### config.mk
export PLATFORM = sky130hd
export DESIGN_NAME = led_pattern_ctrl
export DESIGN_NICKNAME = d
export VERILOG_FILES = /design/src/rtl/led_pattern_ctrl.sv
export SDC_FILE = /design/constraint.sdc
export NUM_CORES = 1
export LEC_CHECK = 0
export BUFFER_PORTS_ARGS = -buffer_cell sky130_fd_sc_hd__buf_2
export CORE_ASPECT_RATIO = 0.8
export CORE_MARGIN = 5
export CORE_UTILIZATION = 60
export DETAILED_ROUTE_END_ITERATION = 6
export PLACE_DENSITY = 0.77
export SETUP_SLACK_MARGIN = 0.02
export SLEW_MARGIN = 20
export SYNTH_ARGS = -nofsm -noshare
export SYNTH_HDL_FRONTEND = slang
export SYNTH_SLANG_ARGS = --single-unit
### constraint.sdc
create_clock -name sys_clk -period 2.3 [get_ports sys_clk]
set_input_delay 0.115 -clock sys_clk [delete_from_list [all_inputs] [get_ports sys_clk]]
set_output_delay 0.115 -clock sys_clk [all_outputs]
set_load 0.05 [all_outputs]
### src/rtl/led_pattern_ctrl.sv
// LED pattern controller: two active-low keys, each synchronised and debounced,
// select the display mode (key[0]: OFF/BLINK/RUN/BOUNCE) and the step speed
// (key[1]: 1x/2x/4x). A free-running step timer advances the pattern.
//
// Ports:
//   sys_clk    in   system clock, rising edge
//   sys_rst_n  in   asynchronous reset, active low
//   key        in   raw keys, 0 = pressed; [0] mode, [1] speed
//   led        out  LED drive, 1 = on (registered)
//   mode       out  current mode: 0 OFF, 1 BLINK, 2 RUN, 3 BOUNCE (registered)
//   step_tick  out  one-cycle pulse at the end of each step period (registered)
module led_pattern_ctrl #(
    parameter int unsigned LED_NUM = 4,
    parameter int unsigned CNT_MAX = 25000000,
    parameter int unsigned DEB_MAX = 1000000
) (
    input  logic               sys_clk,
    input  logic               sys_rst_n,
    input  logic [1:0]         key,
    output logic [LED_NUM-1:0] led,
    output logic [1:0]         mode,
    output logic               step_tick
);

    localparam int unsigned CNT_W = $clog2(CNT_MAX);
    localparam int unsigned DEB_W = $clog2(DEB_MAX);
    localparam int unsigned POS_W = $clog2(LED_NUM);

    localparam logic [POS_W-1:0] POS_LAST = POS_W'(LED_NUM - 1);
    localparam logic [POS_W-1:0] POS_TURN = POS_W'(LED_NUM - 2);
    localparam logic [DEB_W-1:0] DEB_LAST = DEB_W'(DEB_MAX - 1);

    typedef enum logic [1:0] {
        MODE_OFF    = 2'd0,
        MODE_BLINK  = 2'd1,
        MODE_RUN    = 2'd2,
        MODE_BOUNCE = 2'd3
    } mode_e;

    // ------------------------------------------------------------------
    // Key synchronisers (2-FF per key); idle level is 1 (released)
    // ------------------------------------------------------------------
    logic [1:0] sync1_q, sync2_q;

    always_ff @(posedge sys_clk or negedge sys_rst_n) begin
        if (!sys_rst_n) begin
            sync1_q <= 2'b11;
            sync2_q <= 2'b11;
        end else begin
            sync1_q <= key;
            sync2_q <= sync1_q;
        end
    end

    // ------------------------------------------------------------------
    // Debounce: accept a new level after DEB_MAX consecutive differing cycles
    // ------------------------------------------------------------------
    logic [1:0][DEB_W-1:0] deb_cnt_q, deb_cnt_d;
    logic [1:0]            stable_q, stable_d, stable_prev_q;
    logic [1:0]            press_c;
    logic                  any_press_c;

    always_comb begin
        deb_cnt_d = deb_cnt_q;
        stable_d  = stable_q;
        for (int i = 0; i < 2; i++) begin
            if (sync2_q[i] == stable_q[i]) begin
                deb_cnt_d[i] = '0;
            end else if (deb_cnt_q[i] == DEB_LAST) begin
                stable_d[i]  = sync2_q[i];
                deb_cnt_d[i] = '0;
            end else begin
                deb_cnt_d[i] = deb_cnt_q[i] + DEB_W'(1);
            end
        end
    end

    always_ff @(posedge sys_clk or negedge sys_rst_n) begin
        if (!sys_rst_n) begin
            deb_cnt_q     <= '0;
            stable_q      <= 2'b11;
            stable_prev_q <= 2'b11;
        end else begin
            deb_cnt_q     <= deb_cnt_d;
            stable_q      <= stable_d;
            stable_prev_q <= stable_q;
        end
    end

    // Press = stable level falling 1 -> 0; one cycle wide by construction
    assign press_c     = stable_prev_q & ~stable_q;
    assign any_press_c = |press_c;

    // ------------------------------------------------------------------
    // Mode FSM: state register
    // ------------------------------------------------------------------
    mode_e mode_q, mode_d;

    always_ff @(posedge sys_clk or negedge sys_rst_n) begin
        if (!sys_rst_n) begin
            mode_q <= MODE_OFF;
        end else begin
            mode_q <= mode_d;
        end
    end

    // Mode FSM: next state, advanced by key[0] presses
    always_comb begin
        mode_d = mode_q;
        if (press_c[0]) begin
            case (mode_q)
                MODE_OFF:    mode_d = MODE_BLINK;
                MODE_BLINK:  mode_d = MODE_RUN;
                MODE_RUN:    mode_d = MODE_BOUNCE;
                MODE_BOUNCE: mode_d = MODE_OFF;
            endcase
        end
    end

    // ------------------------------------------------------------------
    // Speed select and step timer
    // ------------------------------------------------------------------
    logic [1:0]       speed_sel_q, speed_sel_d;
    logic [CNT_W-1:0] step_cnt_q, step_cnt_d, step_last_c;
    logic             step_tick_q, step_tick_d;

    always_comb begin
        speed_sel_d = speed_sel_q;
        if (press_c[1]) begin
            speed_sel_d = (speed_sel_q == 2'd2) ? 2'd0 : speed_sel_q + 2'd1;
        end
    end

    // Terminal count for the current speed (period = CNT_MAX >> speed_sel)
    always_comb begin
        case (speed_sel_q)
            2'd1:    step_last_c = CNT_W'((CNT_MAX >> 1) - 1);
            2'd2:    step_last_c = CNT_W'((CNT_MAX >> 2) - 1);
            default: step_last_c = CNT_W'(CNT_MAX - 1);
        endcase
    end

    // A press restarts the period and swallows a tick due in the same cycle
    always_comb begin
        step_tick_d = 1'b0;
        step_cnt_d  = step_cnt_q + CNT_W'(1);
        if (any_press_c) begin
            step_cnt_d = '0;
        end else if (step_cnt_q == step_last_c) begin
            step_cnt_d  = '0;
            step_tick_d = 1'b1;
        end
    end

    // ------------------------------------------------------------------
    // Pattern state: advances on step_tick, reinitialised by any press
    // ------------------------------------------------------------------
    logic [POS_W-1:0] pos_q, pos_d;
    logic             dir_q, dir_d;     // 0 = up, 1 = down
    logic             phase_q, phase_d;

    always_comb begin
        pos_d   = pos_q;
        dir_d   = dir_q;
        phase_d = phase_q;
        if (any_press_c) begin
            pos_d   = '0;
            dir_d   = 1'b0;
            phase_d = 1'b0;
        end else if (step_tick_q) begin
            case (mode_q)
                MODE_BLINK: phase_d = ~phase_q;
                MODE_RUN:   pos_d   = (pos_q == POS_LAST) ? '0 : pos_q + POS_W'(1);
                MODE_BOUNCE: begin
                    // End LEDs are shown once per sweep: turn immediately
                    if (!dir_q) begin
                        if (pos_q == POS_LAST) begin
                            dir_d = 1'b1;
                            pos_d = POS_TURN;
                        end else begin
                            pos_d = pos_q + POS_W'(1);
                        end
                    end else begin
                        if (pos_q == '0) begin
                            dir_d = 1'b0;
                            pos_d = POS_W'(1);
                        end else begin
                            pos_d = pos_q - POS_W'(1);
                        end
                    end
                end
                default: ;
            endcase
        end
    end

    // ------------------------------------------------------------------
    // Mode FSM: output decode (registered into led_q)
    // ------------------------------------------------------------------
    logic [LED_NUM-1:0] led_q, led_d;

    always_comb begin
        led_d = '0;
        case (mode_q)
            MODE_BLINK:  led_d = phase_q ? '1 : '0;
            MODE_RUN:    led_d = LED_NUM'(1) << pos_q;
            MODE_BOUNCE: led_d = LED_NUM'(1) << pos_q;
            default:     led_d = '0;
        endcase
    end

    always_ff @(posedge sys_clk or negedge sys_rst_n) begin
        if (!sys_rst_n) begin
            speed_sel_q <= 2'd0;
            step_cnt_q  <= '0;
            step_tick_q <= 1'b0;
            pos_q       <= '0;
            dir_q       <= 1'b0;
            phase_q     <= 1'b0;
            led_q       <= '0;
        end else begin
            speed_sel_q <= speed_sel_d;
            step_cnt_q  <= step_cnt_d;
            step_tick_q <= step_tick_d;
            pos_q       <= pos_d;
            dir_q       <= dir_d;
            phase_q     <= phase_d;
            led_q       <= led_d;
        end
    end

    assign led       = led_q;
    assign mode      = mode_q;
    assign step_tick = step_tick_q;

endmodule

== Word-level counts from Yosys, hierarchy flattened ==
Index checks and enable logic that the tools add are counted.

* Flip-flop bits (word level): 86
* Input port bits: 4
* Output and inout bits: 7

* Add/sub/neg operators: 6
* Equal/unequal tests: 11
* Shift operators: 1
* Mux-type cells: 29
* Bitwise gates (word level): 5
* Reduce and logical (&&, ||, !) cells: 13

{| class="wikitable"
|+ Operator list
! kind !! count
|-
| 20-bit two-way mux || 4
|-
| 25-bit two-way mux || 2
|-
| 25-bit one-hot mux with 2 select lines || 1
|-
| 20-bit by 1-bit adder with 20-bit output (second input constant) || 2
|-
| 20-bit equality test (second input constant) || 2
|-
| 25-bit by 1-bit adder with 25-bit output (second input constant) || 1
|-
| 25-bit equality test || 1
|-
| 2-bit two-way mux || 7
|-
| 1-bit two-way mux || 11
|-
| 2-bit AND reduction || 5
|-
| 2-bit equality test (second input constant) || 4
|-
| 2-bit one-hot mux with 4 select lines || 1
|-
| 4-bit one-hot mux with 2 select lines || 1
|-
| 2-bit nonzero test || 3
|-
| 2-bit by 1-bit adder with 2-bit output (second input constant) || 2
|-
| 2-bit by 1-bit equality test with 1-bit output (second input constant) || 2
|-
| 2-bit zero test || 2
|-
| 4-bit two-way mux || 1
|-
| 2-bit one-hot mux with 2 select lines || 1
|-
| 2-bit OR reduction || 2
|-
| 1-bit by 2-bit left shift with 4-bit output (first input constant) || 1
|-
| 1-bit NOT || 3
|-
| 3-bit nonzero test || 1
|-
| 2-bit AND || 1
|-
| other kinds (3) || 4
|}

== Longest topological paths before layout ==
Gate-level depths: netlist (run 1).

* Depth in word-level cells: 6
* Gate-level depth with buffers: 7

== Least setup slack after synthesis (run 1) ==
No wires, ideal clock.

* Path type: register -> register
* Start: register speed_sel_q[0]
* End: register step_cnt_q[3]
* Arrival time: 1921 ps
* Data required time: 2164 ps
* Slack: 243 ps
* Stages on the path, launching flop included: 8
* Cells stage by stage: dfrtp_1 > inv_1 > ha_1 > nor3_1 > nand3_1 > a2111oi_2 > buf_2 > nor3_1

* Longest elaborated chain between the ends: 5
* Elaborated cells on any way between the ends: 6
* Those cells by class: eq/ne: 3; mux: 3

{| class="wikitable"
|+ RTL lines
! item !! line !! source
|-
| start, declared || 123 || <nowiki>logic [1:0] speed_sel_q, speed_sel_d;</nowiki>
|-
| start signal, assigned || 222 || <nowiki>speed_sel_q <= speed_sel_d;</nowiki>
|-
| 2-bit equality test or 2-bit by 1-bit equality test with 1-bit output (tied branches) || 136 || <nowiki>case (speed_sel_q)</nowiki>
|-
| 25-bit one-hot mux with 2 select lines (*) || 136 ||
|-
| 25-bit equality test (*) || 149 || <nowiki>end else if (step_cnt_q == step_last_c) begin</nowiki>
|-
| 25-bit two-way mux (*) || 149 ||
|-
| 25-bit two-way mux (*) || 147 || <nowiki>if (any_press_c) begin</nowiki>
|-
| via step_cnt_d[3] || 124 || <nowiki>logic [CNT_W-1:0] step_cnt_q, step_cnt_d, step_last_c;</nowiki>
|-
| end signal, assigned || 223 || <nowiki>step_cnt_q <= step_cnt_d;</nowiki>
|-
| end, declared || 124 ||
|}

The timed path passes the listed nets; every way through them passes the cells marked *.
A chain may end at the register's enable or synchronous reset.

== Worst setup path after layout (run 1) ==
* Start: register speed_sel_q[1]
* End: register step_cnt_q[18]

Same word-level chain as after synthesis.

==> out/metrics.csv, run 1 <==
stage,metric,value,unit
global_route,vias in the first global route,3290,
sta,Final WS setup,0.205,ns
yosys,Synth warnings,0,
cts,clock sink count,86,
cts,CTS tree,done,
sta,TNS Setup,0,ns
hold_path,Tightest Hold Check Type,input pin to asynchronous set/reset pin,
cts,H-tree depth,3,
sta,Max Fclk,0.477,GHz
yosys,Mapped Avg Cell Area,9.80,µm²
layout,Finished Cell Area,0.00482,mm²
floorplan,die footprint,0.00921,mm²
power_and_ir_drop,Logic pwr share,2.8,%
drt,WL/cell,14.9,µm
drt,DRC,0,
worst_setup_path,r2r setup slk,0.21,ns
place,IO Port Bufs,10,
run,# Max-Cap Violations,0,
yosys,post-synthesis sequential area ratio,48.8,%
cts,CTS Buffer Depth,2,
cts,Root Buffer,clkbuf_8,
sta,fin crit share,91.1,%
worst_setup_path,CP required,2.52,ns
yosys,post-synthesis cell type count,44,
sta,final setup fails,0,
power_and_ir_drop,Tot Pwr,2.60,mW
global_route,first-pass GRT wire length,15100,µm
global_route,total gr overflow,0,
power_and_ir_drop,peak supply drop,534,µV
drt,ANT nets after route,0,
layout,Antenna Cells,0,
worst_setup_path,reg2reg path depth,7,
power_and_ir_drop,clock share of power,38.2,%
worst_setup_path,CP Data Arrival Time,2.31,ns
layout,share of layout cells above drive strength 1,11.7,%
worst_setup_path,CP Class,register to register,
yosys,Synth Cell Area,0.00443,mm²
power_and_ir_drop,P per Cell Area,540,mW/mm²
cts,clock latency on the worst-skew pair,0.35,ns
sta,fin crit period,2.09,ns
yosys,Post-Syn Instances,452,
floorplan,Core Area,0.00729,mm²
sta,max_slew headroom,62.0,%
worst_setup_path,"critical path fanouts, max",17,
sta,Worst Skew,0.00852,ns
drt,TritonRoute pass-1 iters,4,
worst_setup_path,Reg2Reg Capture Point,step_cnt_q[18],
drt,Initial DRC Count,125,
sta,Worst-Margin Slew,0.570,ns
drt,DR vias/cell,5.97,
power_and_ir_drop,switching share of power,22.9,%
sta,Slew Limit Fails,0,
power_and_ir_drop,Power Internal,2.01,mW
floorplan,Die X,106,µm
cts,number of setup buffers added after CTS,0,
global_route,initial antenna violation count,0,
worst_setup_path,Worst Setup SP,speed_sel_q[1],
yosys,Yosys reg bits,86,
place,Post-DP Area,0.00460,mm²
global_route,largest net degree at the start of global routing,45,
floorplan,# IOs,11,
layout,nets@finish,485,
cts,cts hold-fix bufs,3,
power_and_ir_drop,P_leak,1.92,nW
place,post-DP HPWL,5770,µm
worst_setup_path,crit end category,register,
power_and_ir_drop,Sequential Power Share,59.1,%
yosys,Syn Nets,471,
worst_setup_path,CP endpoint,step_cnt_q[18],
floorplan,Starting Density,60.8,%
drt,Routed WL,8380,µm
worst_setup_path,FF-to-FF Start,speed_sel_q[1],
drt,Via Count,3350,
global_route,Total GRT Usage,20.2,%
cts,clock transition at the registers of the reported paths,0.09,ns
cts,clock buffer count from CTS,9,
floorplan,num rows,28,
place,routability cong.,0.850,
power_and_ir_drop,Sw Pwr,0.596,mW
worst_setup_path,Worst setup SP type,register,
layout,Syn-to-layout area delta,8.93,%
place,pre-CTS setup slack,0.220,ns
cts,post_cts resized,0,
sta,RSZ-0062 raised after global routing,false,
status,status,completed,
floorplan,DIE HEIGHT,86.8,µm
sta,final hold violations,0,
## flip-flops by register name, summed over array words and instances (netlist names)
| name | count |
|---|---|
| deb_cnt_q | 40 |
| dir_q | 1 |
| led | 4 |
| mode | 2 |
| phase_q | 1 |
| pos_q | 2 |
| speed_sel_q | 2 |
| stable_prev_q | 2 |
| stable_q | 2 |
| step_cnt_q | 25 |
| step_tick | 1 |
| sync1_q | 2 |
| sync2_q | 2 |
## power by group through the flow
stage	Combinational [mW]	Clock [mW]	Sequential [mW]
after floorplan	0.0267	0	1.57
final	0.0727	0.994	1.54
after detailed placement	0.0712	0	1.57
after global routing	0.0863	1.12	1.54
after global placement	0.0691	0	1.57
after CTS	0.0753	1.04	1.54
## critical path, cell delays in order (launching register included)
cell and delay [ns]:
dfrtp_1 0.36, inv_1 0.07, ha_1 0.23, nor4bb_1 0.33, o2111ai_1 0.23, a2111oi_4 0.36
buf_4 0.29, a211oi_1 0.08
## cell usage in the layout (no fill, tap or decap), types with 2 or more instances in the layout
| master | Yosys | final |
|---|---|---|
| nand2_1 | 29 | 29 |
| ha_1 | 15 | 15 |
| or3_1 | 14 | 14 |
| clkbuf_8 | 0 | 11 |
| nand3_1 | 29 | 29 |
| dfstp_2 | 8 | 8 |
| and4_1 | 5 | 5 |
| nor3_1 | 28 | 28 |
| nor4b_1 | 2 | 2 |
| nor2b_1 | 3 | 3 |
| nand4_1 | 14 | 14 |
| and3_1 | 6 | 6 |
| nor4bb_1 | 4 | 4 |
| a211o_1 | 2 | 2 |
| buf_2 | 7 | 9 |
| a21oi_1 | 20 | 20 |
| dfrtp_1 | 78 | 78 |
| nor4_1 | 13 | 13 |
| nor2_1 | 41 | 41 |
| dlygate4sd3_1 | 0 | 3 |
| nand2b_1 | 2 | 2 |
| buf_4 | 0 | 6 |
| o21ai_0 | 21 | 21 |
| inv_1 | 16 | 16 |
| xnor2_1 | 30 | 30 |
| a211oi_1 | 8 | 8 |
| and2_1 | 4 | 4 |
| o31ai_1 | 6 | 5 |
| mux2_2 | 4 | 4 |
| or4_1 | 6 | 6 |
| clkinv_4 | 0 | 3 |
| xor2_1 | 14 | 14 |
## worst min path at each step
stage / startpoint / endpoint / slack [ns]
after floorplan: sys_rst_n / deb_cnt_q[0] / -0.18
after global placement: sys_rst_n / led[0] / 0.14
after detailed placement: sys_rst_n / dir_q / 0.15
after CTS: sys_rst_n / dir_q / 0.30
after global routing: sys_rst_n / dir_q / 0.34
final: sys_rst_n / dir_q / 0.30
## synthesized netlist by cell type, drive strengths merged
library cell   n  area [µm²]
a2111oi        1        15.0
a211o          2        17.5
a211oi         8        60.1
a21oi         21         109
and2           4        25.0
and3           6        37.5
and4           6        53.8
buf            8        38.8
clkbuf         8        30.0
dfrtp         78        1950
dfstp          8         210
ha            15         188
inv           16        60.1
mux2           4        45.0
nand2         29         109
nand2b         2        12.5
nand3         30         155
nand4         14        87.6
nand4b         1        8.76
nor2          41         154
nor2b          3        18.8
nor3          28         140
nor3b          1        7.51
nor4          13        81.3
nor4b          2        17.5
nor4bb         4        40.0
o2111ai        1        8.76
o21ai         21         105
o31ai          7        66.3
or2            1        6.26
or3           15        95.1
or3b           1        8.76
or4            6        45.0
or4b           3        33.8
xnor2         30         263
xor2          14         123
## layer usage
metal / vias to the layer above / track usage [%] / part of all wire (%)
met2: 56 / 32.8 / 48
li1: 1646 / - / -
met1: 1639 / 27.7 / 47
met3: 9 / 4.32 / 3.6
met5: - / 0 / 0
met4: 0 / 6.24 / 1.2
## cells by family (layout without fill, tap and decap cells)
| group | Yosys count | in the layout | synth area share, % |
|---|---|---|---|
| multiplexers | 4 | 4 | 1.02 |
| flip-flops | 86 | 86 | 48.8 |
| buffers and inverters | 32 | 51 | 2.91 |
| adder cells (fa/ha/maj) | 15 | 15 | 4.24 |
| AND/OR/NAND/NOR | 210 | 210 | 25.7 |
| XOR/XNOR | 44 | 44 | 8.70 |
| AO/OA/AOI/OAI | 61 | 61 | 8.62 |
## through the flow
step                      hold slack, ns  utilization (%)  cells
after floorplan                   -0.181                -    452
after global placement             0.141             63.1    542
after detailed placement           0.147             63.1    542
after CTS                          0.300             66.2    561
after global routing               0.335             66.2    561
final                              0.295             66.2    561
## layout make-up
type | instances | area [µm²]
well taps | 90 | 113
flip-flops and latches | 86 | 2160
multi-input cells | 334 | 2150
fillers | 589 | 2460
clock buffers | 11 | 151
clock inverters | 5 | 42.5
repair buffers | 19 | 140
inverters | 16 | 60.1
Note: power is estimated with default switching activity, not from simulation.
==> run 2, diff against run 1 <==
Settings changed: CORE_MARGIN 5 to unset.
==> run 2 against run 1 <==
Net effect:
- the flow now finishes with violations (design-rule violations)
- utilization is 3.2 points higher
- die area is 16% lower
- via count is 1.2% higher
- wire length is 2.1% higher
- register-to-register slack better by 0.04 ns
- hold slack worse by 0.023 ns
- largest power group unchanged
==> out/metrics.csv, run 2 (synthesis gave the netlist of run 1 again) <==
stage,metric,value,unit,change
drt,TritonRoute pass-1 iters,7,,was 4
layout,nets@finish,487,,was 485
layout,Finished Cell Area,0.00485,mm²,was 0.00482 mm²
run,# Max-Cap Violations,0,,unchanged
worst_setup_path,critical path's top delay family,compound AO/OA/AOI/OAI gates,,unchanged
global_route,vias in the first global route,3178,,was 3290
sta,Slew Limit Fails,0,,unchanged
global_route,initial antenna violation count,0,,unchanged
cts,CTS tree,done,,unchanged
layout,Syn-to-layout area delta,9.61,%,was 8.93%
power_and_ir_drop,P per Cell Area,550,mW/mm²,was 540 mW/mm²
worst_setup_path,Reg2Reg Capture Point,step_cnt_q[22],,was step_cnt_q[18]
worst_setup_path,Worst Setup SP,speed_sel_q[1],,unchanged
place,IO Port Bufs,10,,unchanged
sta,TNS Setup,0,ns,unchanged
floorplan,DIE HEIGHT,78.8,µm,was 86.8 µm
floorplan,# IOs,11,,unchanged
status,status,"finished, violations left",,was completed
layout,Antenna Cells,0,,unchanged
worst_setup_path,CP required,2.53,ns,was 2.52 ns
power_and_ir_drop,P_leak,1.93,nW,was 1.92 nW
layout,Largest register FFs,40,,unchanged
power_and_ir_drop,Tot Pwr,2.67,mW,was 2.60 mW
drt,WL/cell,15.3,µm,was 14.9 µm
cts,CTS Buffer Depth,2,,unchanged
worst_setup_path,crit path buf inv count,2,,unchanged
floorplan,die footprint,0.00773,mm²,was 0.00921 mm²
cts,clock buffer count from CTS,9,,unchanged
floorplan,Starting Density,63.3,%,was 60.8%
layout,most frequent cells in the layout,"dfrtp_1 (78), nor2_1 (41), xnor2_1 (30)",,unchanged
layout,share of layout cells above drive strength 1,11.8,%,was 11.7%
cts,post_cts resized,0,,unchanged
global_route,first-pass GRT wire length,14900,µm,was 15100 µm
place,Placed Cells,541,,was 542
sta,RSZ-0062 raised after global routing,false,,unchanged
cts,Root Buffer,clkbuf_8,,unchanged
sta,Worst-Margin Slew,0.491,ns,was 0.570 ns
cts,clock transition at the registers of the reported paths,0.08,ns,was 0.09 ns
global_route,largest net degree at the start of global routing,49,,was 45
cts,clock sink count,86,,unchanged
floorplan,Die X,98.0,µm,was 106 µm
worst_setup_path,"critical path fanouts, max",14,,was 17
worst_setup_path,r2r setup slk,0.25,ns,was 0.21 ns
drt,Via Count,3390,,was 3350
worst_setup_path,"slowest stage delay, CP",0.38,ns,was 0.36 ns
worst_setup_path,Crit-path slowest cell,dfrtp_1,,unchanged
layout,post-route insts no fill,560,,was 561
sta,final setup fails,0,,unchanged
status,failing checks,design-rule violations,,
cts,clock latency on the worst-skew pair,0.35,ns,about the same
layout,"most common cell after layout, fill and taps aside",dfrtp_1,,unchanged
place,routability cong.,0.863,,was 0.850
floorplan,num rows,27,,was 28
drt,DRC,1,,was 0
sta,fin crit share,89.3,%,was 91.1%
place,pre-CTS setup slack,0.284,ns,was 0.220 ns
drt,DR vias/cell,6.05,,was 5.97
layout,Reg with most FFs,deb_cnt_q,,unchanged
cts,number of setup buffers added after CTS,0,,unchanged
worst_setup_path,Worst setup SP type,register,,unchanged
drt,ANT nets after route,0,,unchanged
floorplan,Core Area,0.00699,mm²,was 0.00729 mm²
drt,Initial DRC Count,156,,was 125
power_and_ir_drop,peak supply drop,473,µV,was 534 µV
worst_setup_path,crit end category,register,,unchanged
sta,max_slew headroom,67.2,%,was 62.0%
place,post-DP HPWL,5940,µm,was 5770 µm
cts,cts hold-fix bufs,3,,unchanged
global_route,Total GRT Usage,24.5,%,was 20.2%
sta,Worst Skew,0.00677,ns,was 0.00852 ns
global_route,total gr overflow,0,,unchanged
drt,Routed WL,8550,µm,was 8380 µm
cts,H-tree depth,3,,unchanged
worst_setup_path,reg2reg path depth,7,,unchanged
worst_setup_path,CP Data Arrival Time,2.28,ns,was 2.31 ns
sta,Final WS setup,0.247,ns,was 0.205 ns
layout,FILL cells,517,,was 589
worst_setup_path,FF-to-FF Start,speed_sel_q[1],,unchanged
worst_setup_path,CP endpoint,step_cnt_q[22],,was step_cnt_q[18]
sta,final hold violations,0,,unchanged
worst_setup_path,critical path depth,7,,unchanged
sta,fin crit period,2.05,ns,was 2.09 ns
worst_setup_path,critical-path cell list,inv_1 > ha_1 > nor4bb_1 > o2111ai_1 > a2111oi_4 > buf_4 > a211oi_1,,unchanged
worst_setup_path,CP Class,register to register,,unchanged
hold_path,Tightest Hold Check Type,input pin to asynchronous set/reset pin,,unchanged
sta,Max Fclk,0.487,GHz,was 0.477 GHz
place,Post-DP Area,0.00462,mm²,was 0.00460 mm²
[run 2: changes by cell type in the layout (fill, tap and decap cells not counted)]
cell and change:
clkinv_4 -2, clkinvlp_4 +1, buf_12 +1, inv_6 -1
clkinv_2 +1, clkbuf_8 -1, clkbuf_1 +1, bufinv_16 +1
buf_4 +1
[run 2: where the power goes]
group	internal [mW]	total, mW	switching [mW]
clock	0.532	1.06	0.526
combinational	0.0233	0.0744	0.0511
sequential	1.53	1.54	0.0119
total	2.08	2.67	0.589
[run 2: metal layers]
metal / part of all wire (%) / track usage [%] / routed length, µm
met5: 0 / 0 / 0
met4: 1.1 / 9.24 / 96
met3: 4.2 / 5.55 / 356
met2: 45 / 38.1 / 3880
met1: 49 / 33.8 / 4220
[run 2: worst min-delay path by stage]
stage	end	start	slack, ns
after floorplan	deb_cnt_q[0]	sys_rst_n	-0.18
after global routing	led[1]	sys_rst_n	0.30
after CTS	led[1]	sys_rst_n	0.27
after global placement	led[1]	sys_rst_n	0.12
final	led[1]	sys_rst_n	0.27
after detailed placement	led[1]	sys_rst_n	0.12
[run 2: area by class of cell]
type	count	area (µm²)	area share (%)
clock buffers	11	141	2.91
clock inverters	5	58.8	1.21
inverters	16	60.1	1.24
multi-input cells	334	2150	44.4
flip-flops and latches	86	2160	44.5
well taps	87	109	2.24
repair buffers	21	168	3.45
[run 2: worst register-to-register path, stage by stage (launching register included)]
cell and delay [ns]:
dfrtp_1 0.38, inv_1 0.10, ha_1 0.24, nor4bb_1 0.31
o2111ai_1 0.23, a2111oi_4 0.34, buf_4 0.27, a211oi_1 0.08
[run 2: metrics by stage]
step,hold slack (ns),utilization (%)
3_5_place_dp,0.119,66.1
3_3_place_gp,0.116,66.1
6_report,0.272,69.4
4_1_cts,0.274,69.4
2_1_floorplan,-0.181,-
5_1_grt,0.297,69.4
